[src/rtl/pool_channel_sequencer_pkg.sv]
`default_nettype none
`timescale 1ns/1ps
// ============================================================================
// Module      : pool_channel_sequencer_pkg
// Description : Shared definitions for the pooling channel sequencer:
//               controller state encoding and a ceil(log2) helper used
//               to size address and channel-index fields.
// Revision    : 1.0 - initial release
// ============================================================================
package pool_channel_sequencer_pkg;

    // Controller states, in the order a layer passes through them
    typedef enum logic [2:0] {
        IDLE  = 3'd0,
        FEED  = 3'd1,
        DRAIN = 3'd2,
        ACK   = 3'd3,
        FIN   = 3'd4
    } state_t;

    // Bits needed to index 0..value-1; never less than one bit
    function automatic int clogb2(input int value);
        int v;
        int r;
        v = value - 1;
        r = 0;
        while (v > 0) begin
            r = r + 1;
            v = v >> 1;
        end
        return (r < 1) ? 1 : r;
    endfunction

endpackage
`default_nettype wire

[src/rtl/pool_channel_sequencer_addr_gen.sv]
`default_nettype none
`timescale 1ns/1ps
// ============================================================================
// Module      : pool_channel_sequencer_addr_gen
// Description : Per-channel address generator. A base register advances by
//               STEP at each channel boundary (no multiplier); an offset
//               counter walks 0..STEP-1 and wraps. addr = base + offset.
// Revision    : 1.0 - initial release
// ============================================================================
module pool_channel_sequencer_addr_gen
    import pool_channel_sequencer_pkg::*;
#(
    parameter int AW   = 8,
    parameter int STEP = 16
) (
    input  logic          clk,
    input  logic          resetn,
    input  logic          clear,
    input  logic          off_clr,
    input  logic          inc,
    input  logic          adv,
    output logic [AW-1:0] addr,
    output logic          last
);

    localparam logic [AW-1:0] c_step = AW'(STEP);
    localparam logic [AW-1:0] c_last = AW'(STEP - 1);

    logic [AW-1:0] r_base;
    logic [AW-1:0] r_off;

    // Base accumulates one channel stride per boundary; offset wraps at the stride
    always_ff @(posedge clk or negedge resetn) begin
        if (!resetn) begin
            r_base <= '0;
            r_off  <= '0;
        end else if (clear) begin
            r_base <= '0;
            r_off  <= '0;
        end else begin
            if (adv) begin
                r_base <= r_base + c_step;
            end
            if (off_clr) begin
                r_off <= '0;
            end else if (inc) begin
                r_off <= last ? '0 : r_off + 1'b1;
            end
        end
    end

    assign last = (r_off == c_last);
    assign addr = r_base + r_off;

endmodule
`default_nettype wire

[src/rtl/pool_channel_sequencer.sv]
`default_nettype none
`timescale 1ns/1ps
// ============================================================================
// Module      : pool_channel_sequencer
// Description : Runs 2x2 max-pooling over NUM_CH feature maps: streams each
//               map in raster order into the pooling unit, writes pooled
//               results out, acks the pooling unit between channels and
//               pulses all_done at the end of the layer.
// Revision    : 1.0 - initial release
// ============================================================================
module pool_channel_sequencer
    import pool_channel_sequencer_pkg::*;
#(
    parameter  int DATA_WIDTH = 32,
    parameter  int WIDTH      = 28,
    parameter  int HEIGHT     = 28,
    parameter  int NUM_CH     = 8,
    localparam int ODD        = WIDTH % 2,
    localparam int IN_SZ      = WIDTH * HEIGHT,
    localparam int OUT_SZ     = ((HEIGHT - ODD) >> 1) * ((WIDTH - ODD) >> 1),
    localparam int RA_W       = clogb2(NUM_CH * IN_SZ),
    localparam int WA_W       = clogb2(NUM_CH * OUT_SZ),
    localparam int CH_W       = clogb2(NUM_CH)
) (
    input  logic                  clk,
    input  logic                  resetn,
    input  logic                  start,
    output logic                  busy,
    output logic                  all_done,
    output logic [CH_W-1:0]       ch_idx,
    output logic                  rd_en,
    output logic [RA_W-1:0]       rd_addr,
    input  logic [DATA_WIDTH-1:0] rd_data,
    output logic                  pool_valid_in,
    output logic [DATA_WIDTH-1:0] pool_data_in,
    output logic                  pool_ack,
    input  logic [DATA_WIDTH-1:0] pool_data_out,
    input  logic                  pool_valid_out,
    input  logic                  pool_done,
    output logic                  wr_en,
    output logic [WA_W-1:0]       wr_addr,
    output logic [DATA_WIDTH-1:0] wr_data
);

    state_t          r_state;
    state_t          w_state_nxt;
    logic [CH_W-1:0] r_ch_idx;
    logic            r_pool_valid_in;
    logic            r_done_seen;
    logic            r_err;

    logic w_busy;
    logic w_rd_en;
    logic w_ack;
    logic w_all_done;
    logic w_run_clr;
    logic w_rd_last;
    logic w_wr_last;
    logic w_wr_fire;

    // State register
    always_ff @(posedge clk or negedge resetn) begin
        if (!resetn) begin
            r_state <= IDLE;
        end else begin
            r_state <= w_state_nxt;
        end
    end

    // Next-state and per-state strobes
    always_comb begin
        w_state_nxt = r_state;
        w_busy      = 1'b0;
        w_rd_en     = 1'b0;
        w_ack       = 1'b0;
        w_all_done  = 1'b0;
        w_run_clr   = 1'b0;
        case (r_state)
            IDLE: begin
                if (start) begin
                    w_run_clr   = 1'b1;
                    w_state_nxt = FEED;
                end
            end
            FEED: begin
                w_busy  = 1'b1;
                w_rd_en = 1'b1;
                if (w_rd_last) begin
                    w_state_nxt = DRAIN;
                end
            end
            DRAIN: begin
                w_busy = 1'b1;
                // The done pulse itself is accepted so the ack is not delayed a cycle
                if (r_done_seen || pool_done) begin
                    w_state_nxt = ACK;
                end
            end
            ACK: begin
                w_busy      = 1'b1;
                w_ack       = 1'b1;
                w_state_nxt = (r_ch_idx == CH_W'(NUM_CH - 1)) ? FIN : FEED;
            end
            FIN: begin
                w_all_done  = 1'b1;
                w_state_nxt = IDLE;
            end
            default: begin
                w_state_nxt = IDLE;
            end
        endcase
    end

    // Channel index, read-valid delay line, done latch and count-mismatch flag
    always_ff @(posedge clk or negedge resetn) begin
        if (!resetn) begin
            r_ch_idx        <= '0;
            r_pool_valid_in <= 1'b0;
            r_done_seen     <= 1'b0;
            r_err           <= 1'b0;
        end else begin
            r_pool_valid_in <= w_rd_en;
            if (w_run_clr) begin
                r_ch_idx <= '0;
            end else if (w_ack && (w_state_nxt == FEED)) begin
                r_ch_idx <= r_ch_idx + 1'b1;
            end
            if (w_ack) begin
                r_done_seen <= 1'b0;
            end else if (w_busy && pool_done) begin
                r_done_seen <= 1'b1;
            end
            if (w_busy && pool_done && !w_wr_last) begin
                r_err <= 1'b1;
            end
        end
    end

    // Writes are only forwarded while a layer is running, so a reset aborts them
    assign w_wr_fire = pool_valid_out && w_busy;

    pool_channel_sequencer_addr_gen #(
        .AW   (RA_W),
        .STEP (IN_SZ)
    ) u_rd_addr (
        .clk     (clk),
        .resetn  (resetn),
        .clear   (w_run_clr),
        .off_clr (w_ack),
        .inc     (w_rd_en),
        .adv     (w_ack),
        .addr    (rd_addr),
        .last    (w_rd_last)
    );

    pool_channel_sequencer_addr_gen #(
        .AW   (WA_W),
        .STEP (OUT_SZ)
    ) u_wr_addr (
        .clk     (clk),
        .resetn  (resetn),
        .clear   (w_run_clr),
        .off_clr (w_ack),
        .inc     (w_wr_fire),
        .adv     (w_ack),
        .addr    (wr_addr),
        .last    (w_wr_last)
    );

    assign busy          = w_busy;
    assign all_done      = w_all_done;
    assign ch_idx        = r_ch_idx;
    assign rd_en         = w_rd_en;
    assign pool_valid_in = r_pool_valid_in;
    assign pool_data_in  = r_pool_valid_in ? rd_data : '0;
    assign pool_ack      = w_ack;
    assign wr_en         = w_wr_fire;
    assign wr_data       = w_wr_fire ? pool_data_out : '0;

endmodule
`default_nettype wire

[config.mk]
export PLATFORM = sky130hd
export DESIGN_NAME = pool_channel_sequencer
export DESIGN_NICKNAME = d
export VERILOG_FILES = /design/src/rtl/pool_channel_sequencer_pkg.sv /design/src/rtl/pool_channel_sequencer_addr_gen.sv /design/src/rtl/pool_channel_sequencer.sv
export SDC_FILE = /design/constraint.sdc
export NUM_CORES = 1
export LEC_CHECK = 0
export ABC_CLOCK_PERIOD_IN_PS = 2700
export CAP_MARGIN = 20
export CORE_UTILIZATION = 43
export DETAILED_ROUTE_END_ITERATION = 10
export GPL_TIMING_DRIVEN = 0
export HOLD_SLACK_MARGIN = 0.06
export PLACE_DENSITY = 0.82
export SLEW_MARGIN = 40
export SYNTH_ARGS = -nofsm -noshare
export SYNTH_HDL_FRONTEND = slang
export SYNTH_SLANG_ARGS = --single-unit
export TNS_END_PERCENT = 50
[constraint.sdc]
create_clock -name clk -period 2.7 [get_ports clk]
set_clock_uncertainty 0.15 [all_clocks]
set_input_delay 0.27 -clock clk [delete_from_list [all_inputs] [get_ports clk]]
set_output_delay 0.27 -clock clk [all_outputs]
set_load 0.02 [all_outputs]
* Word level (Yosys, flattened, before mapping) *
Cells that the tools add are included.

storage, ports and cells
  flip-flop bits (word level) = 56
  bits in latches = 0
  memory bits (writable) = 0
  ROM bits = 0
  input bits = 69
  output and inout port bits = 97
  memories = 0

operators by class
  add/subtract/negate cells = 7
  $mul = 0
  divide/modulo/power cells = 0
  order comparisons = 0
  equality and inequality tests = 8
  shifts and indexed selects = 0
  multiplexer cells = 29
  bitwise logic cells = 0
  reduce and logical (&&, ||, !) cells = 11

operators with widths
  kind                                                                     count
  13-bit 2-to-1 mux                                                        6
  11-bit 2-to-1 mux                                                        6
  32-bit 2-to-1 mux                                                        2
  3-bit 2-to-1 mux                                                         6
  13-bit by 1-bit adder with 13-bit output, second input constant          1
  13-bit by 10-bit adder with 13-bit output, second input constant         1
  13-bit adder                                                             1
  13-bit by 10-bit equality test with 1-bit output, second input constant  1
  3-bit case mux with 4 select lines                                       1
  11-bit by 1-bit adder with 11-bit output, second input constant          1
  11-bit adder                                                             1
  11-bit by 8-bit adder with 11-bit output, second input constant          1
  11-bit by 8-bit equality test with 1-bit output, second input constant   1
  1-bit 2-to-1 mux                                                         8
  3-bit by 1-bit equality test with 1-bit output, second input constant    2
  3-bit by 2-bit equality test with 1-bit output, second input constant    2
  3-bit equality test, second input constant                               2
  2-bit nonzero test                                                       3
  3-bit nonzero test                                                       2
  3-bit by 1-bit adder with 3-bit output, second input constant            1
  1-bit logical AND                                                        3
  3-bit zero test                                                          1
  3-bit OR reduction                                                       1
  1-bit logical OR                                                         1

* Logic depth before layout (Yosys ltp) *
  depth in word-level cells = 7
  mapped depth = 8

* Cells and area by module *
Synthesis repeated with hierarchy kept, for this count alone.

unflattened totals
  cell total of the unflattened synthesis = 410
  area, all modules = 3,693.5 µm²

by module, submodules not included
  module                                       instances  cells an instance  area an instance (µm²)  sequential area each (µm²)
  pool_channel_sequencer_addr_gen (u_rd_addr)  1          157                1,448.9                 550.5
  pool_channel_sequencer_addr_gen (u_wr_addr)  1          145                1,363.8                 500.5
  pool_channel_sequencer                       1          108                880.8                   200.2

* Least setup slack after synthesis *
Ideal clock, no wire load.

  kind = register -> output
  start point = reg u_rd_addr.r_off[5]
  end point = out rd_addr[12]
  arrival time = 1,886 ps
  setup slack = 394 ps
  stages on the path, launching flop included = 6
  path through = dfrtp_1 ha_1 a211oi_1 o21ai_0 a2111o_1 and3_1

on the way
  word-level cells in the longest chain between the ends = 1

RTL lines
  element                 line                                   source
  from (decl)             pool_channel_sequencer_addr_gen.sv:30  logic [AW-1:0] r_off;
  from (signal assigned)  pool_channel_sequencer_addr_gen.sv:47  r_off <= last ? '0 : r_off + 1'b1;
  13-bit adder            pool_channel_sequencer_addr_gen.sv:53  assign addr = r_base + r_off;
  to (decl)               pool_channel_sequencer.sv:32           output logic [RA_W-1:0] rd_addr,

No other way between the ends.

* Worst setup path after layout *
  start point = reg u_rd_addr.r_off[10]
  end point = out rd_addr[12]

The elaborated chain is that of the path after synthesis.

==> impl_metrics.toml <==
[clocking]
clock_latency_ns = 0.31
cts.sink_count = 50
path_clk_slew_ns = 0.10
cts_tree = "yes"
htree_levels = 2
cts_buffers = 5
clock_tree.buffer_depth = 2
root_buffer = "clkbuf_8"

[logic_synthesis]
synth_top_area_share_pct = 33.47
avgSynthCellArea_um2 = 8.776
synth-compound-area-share_pct = 17.87
synth_edf_count = 0
ys_ff_latch = 50
syn_nets = 517
synth_top_area_cell = "dfrtp_1"
syn_inst = 426
yosys_warnings = 0
ys_seq_area_share_pct = 33.47
synth-simple-area-share_pct = 29.35
synthDistinctLibCells = 62
synth-main-ff-cell = "dfrtp_1"
synth_top_family_by_area = "simple AND/OR/NAND/NOR gates"
synth.cell_area_um2 = 3739
yosys-top-cells-area = "dfrtp_1, ha_1, and3_1, and2_1, xnor2_1"
synth_async_sr_flop_share_pct = 100.0
synthAdderAreaFrac_pct = 7.363
muxShareOfSynthArea_pct = 0.3012
synth_xor_area_share_pct = 7.028

[routing]
wirelength_mm = 11.35
viasPerCell = 5.750
drtPass1Iterations = 4
via_count = 4071
drtAntennaViolNets = 0
drc_errors = 0
wire_per_inst_um = 16.03
drt_iter0_drc = 256

[finish]
final_cell_mix = "clkdlybuf4s50_1, dfrtp_1, and3_1"
antenna_cells = 0
layout_commonest_cell = "clkdlybuf4s50_1"
nNetsFinal = 693
drive_gt1_share_pct = 10.28
fin_area_um2 = 5764
area_delta_synth_final_pct = 54.18

[placed_design]
dp_hpwl_mm = 8.760
placedInstanceArea_um2 = 5529
place.gp.congestion = 0.8360
port_buffers = 164

[critical_path]
crit_fanout = 7
cp_data_arrival_time_ns = 2.18
crit_type = "register to primary output"
end_kind = "primary output"
cp-start-kind = "register"
r2r_slack_ns = 0.36
critical_path_required_ns = 2.28

[floorplan]
io_pins = 166
start_util_pct = 45.05
dieWidth_um = 95.25
core_area_um2 = 8299
die_y_um = 95.25
rows = 33
dieArea_um2 = 9072

[timing]
min_period_over_period_pct = 96.46
holdWs_ns = 0.1618
slew_viol_final = 0
hold_viol = 0
final.min_clock_period_ns = 2.604
relSlewSlack_pct = 62.79
fmax_mhz = 384.0
timing.setup.tns_ns = 0
setup_viol = 0
worst-slew-pin-transition_ns = 0.5548

[power_and_ir_drop]
powerDensity_nw_per_um2 = 430.2
leakage_nw = 2.442
ir_drop_v = 0.0002917
p_total_mw = 2.480

[global_route]
antenna_found_initial = 0
grt_pass1_vias = 3759
grt_max_degree = 45
grt_use_total_pct = 24.76
grt_overflow = 0
grt_pass1_wl_mm = 17.69

[min_path]
hold_path_class = "input port to async pin"

[run]
max_cap_violations = 0

[outcome]
outcome = "finished clean"
==> sequential cells by signal, summed over array words and instances (netlist names) <==
signal,cells
u_rd_addr.r_off,13
u_wr_addr.r_off,11
u_rd_addr.r_base,9
u_wr_addr.r_base,9
ch_idx,3
r_state,3
pool_valid_in,1
r_done_seen,1
==> report_power, final <==
| group | total (mW) | switching (mW) | internal, mW |
|---|---|---|---|
| sequential | 0.896 | 0.0963 | 0.799 |
| clock | 0.567 | 0.262 | 0.305 |
| combinational | 1.02 | 0.491 | 0.526 |
==> cell usage after synthesis, drive strengths merged (3+ instances only) <==
cell type / n
ha: 22
nand3: 15
inv: 7
a22o: 4
a31oi: 6
nor3b: 7
nor2: 31
and4: 5
dfrtp: 50
xnor2: 16
nor4: 4
nand2: 24
a211oi: 5
o21ai: 16
nor3: 7
or3: 5
nand4: 3
xor2: 14
o2111ai: 3
o211ai: 5
clkbuf: 17
and3: 38
o31ai: 5
or4: 3
a21oi: 22
o21a: 8
buf: 13
and2: 36
o311ai: 7
==> final timing paths <==
kind,start,end,cells after the start
max reg2reg,u_wr_addr.r_off[0]$_DFFE_PN0P_,u_wr_addr.r_off[0]$_DFFE_PN0P_,6
min in group clk,r_done_seen$_DFFE_PN0P_,r_done_seen$_DFFE_PN0P_,2
max in group asynchronous,resetn,u_wr_addr.r_off[5]$_DFFE_PN0P_,3
max,u_rd_addr.r_off[10]$_DFFE_PN0P_,rd_addr[12],6
min,resetn,u_wr_addr.r_off[2]$_DFFE_PN0P_,2
min reg2reg,r_done_seen$_DFFE_PN0P_,r_done_seen$_DFFE_PN0P_,2
==> worst max-delay path, stage by stage (launching register included) <==
cell and delay [ns]:
dfrtp_2 0.49, ha_4 0.28, a21o_1 0.21, and3_1 0.19, a2111oi_1 0.33, and3_1 0.20, clkbuf_2 0.16
==> layout make-up <==
cell class / count / area (µm²)
inverter: 7 / 26.28
fill: 648 / 2535
buffer: 29 / 146.4
clock inverter: 2 / 38.79
timing repair buffer: 170 / 1685
clock buffer: 6 / 82.58
sequential: 50 / 1256
multi-input combinational: 339 / 2397
tap: 105 / 131.4
==> timing repair <==
action	CTS	global route
hold buffers	1	0
resized for setup	30	19
pin swaps	0	3
endpoints found under the hold margin	50	0
endpoints found under the setup margin	42	37
setup buffers	0	4
==> cells by family (layout without fill, tap and decap cells) <==
family,count (synthesis),count (layout)
and+or+nand+nor,190,190
AOI/OAI and AO/OA,96,96
DFF,50,50
buffers and inverters,37,214
xor gates and xnor gates,30,30
adders and majority gates,22,22
muxes,1,1
==> routing by layer <==
| metal | wire length, µm | GRT usage [%] | part of all wire, % |
|---|---|---|---|
| met2 | 5878 | 46.67 | 52 |
| met4 | 99 | 3.662 | 0.87 |
| met5 | 0 | 0 | 0 |
| met3 | 1051 | 5.821 | 9.3 |
| met1 | 4317 | 28.69 | 38 |
==> metrics by stage <==
step           setup WS [ns]  std cells  utilization [%]
2_1_floorplan         0.3935        426                -
3_3_place_gp         -0.2492        695            66.41
3_5_place_dp         -0.2600        696            66.62
4_1_cts              -0.1765        704            68.23
5_1_grt             -0.01088        708            69.46
6_report             0.09553        708            69.46
Power figures use the tool's default switching activity.
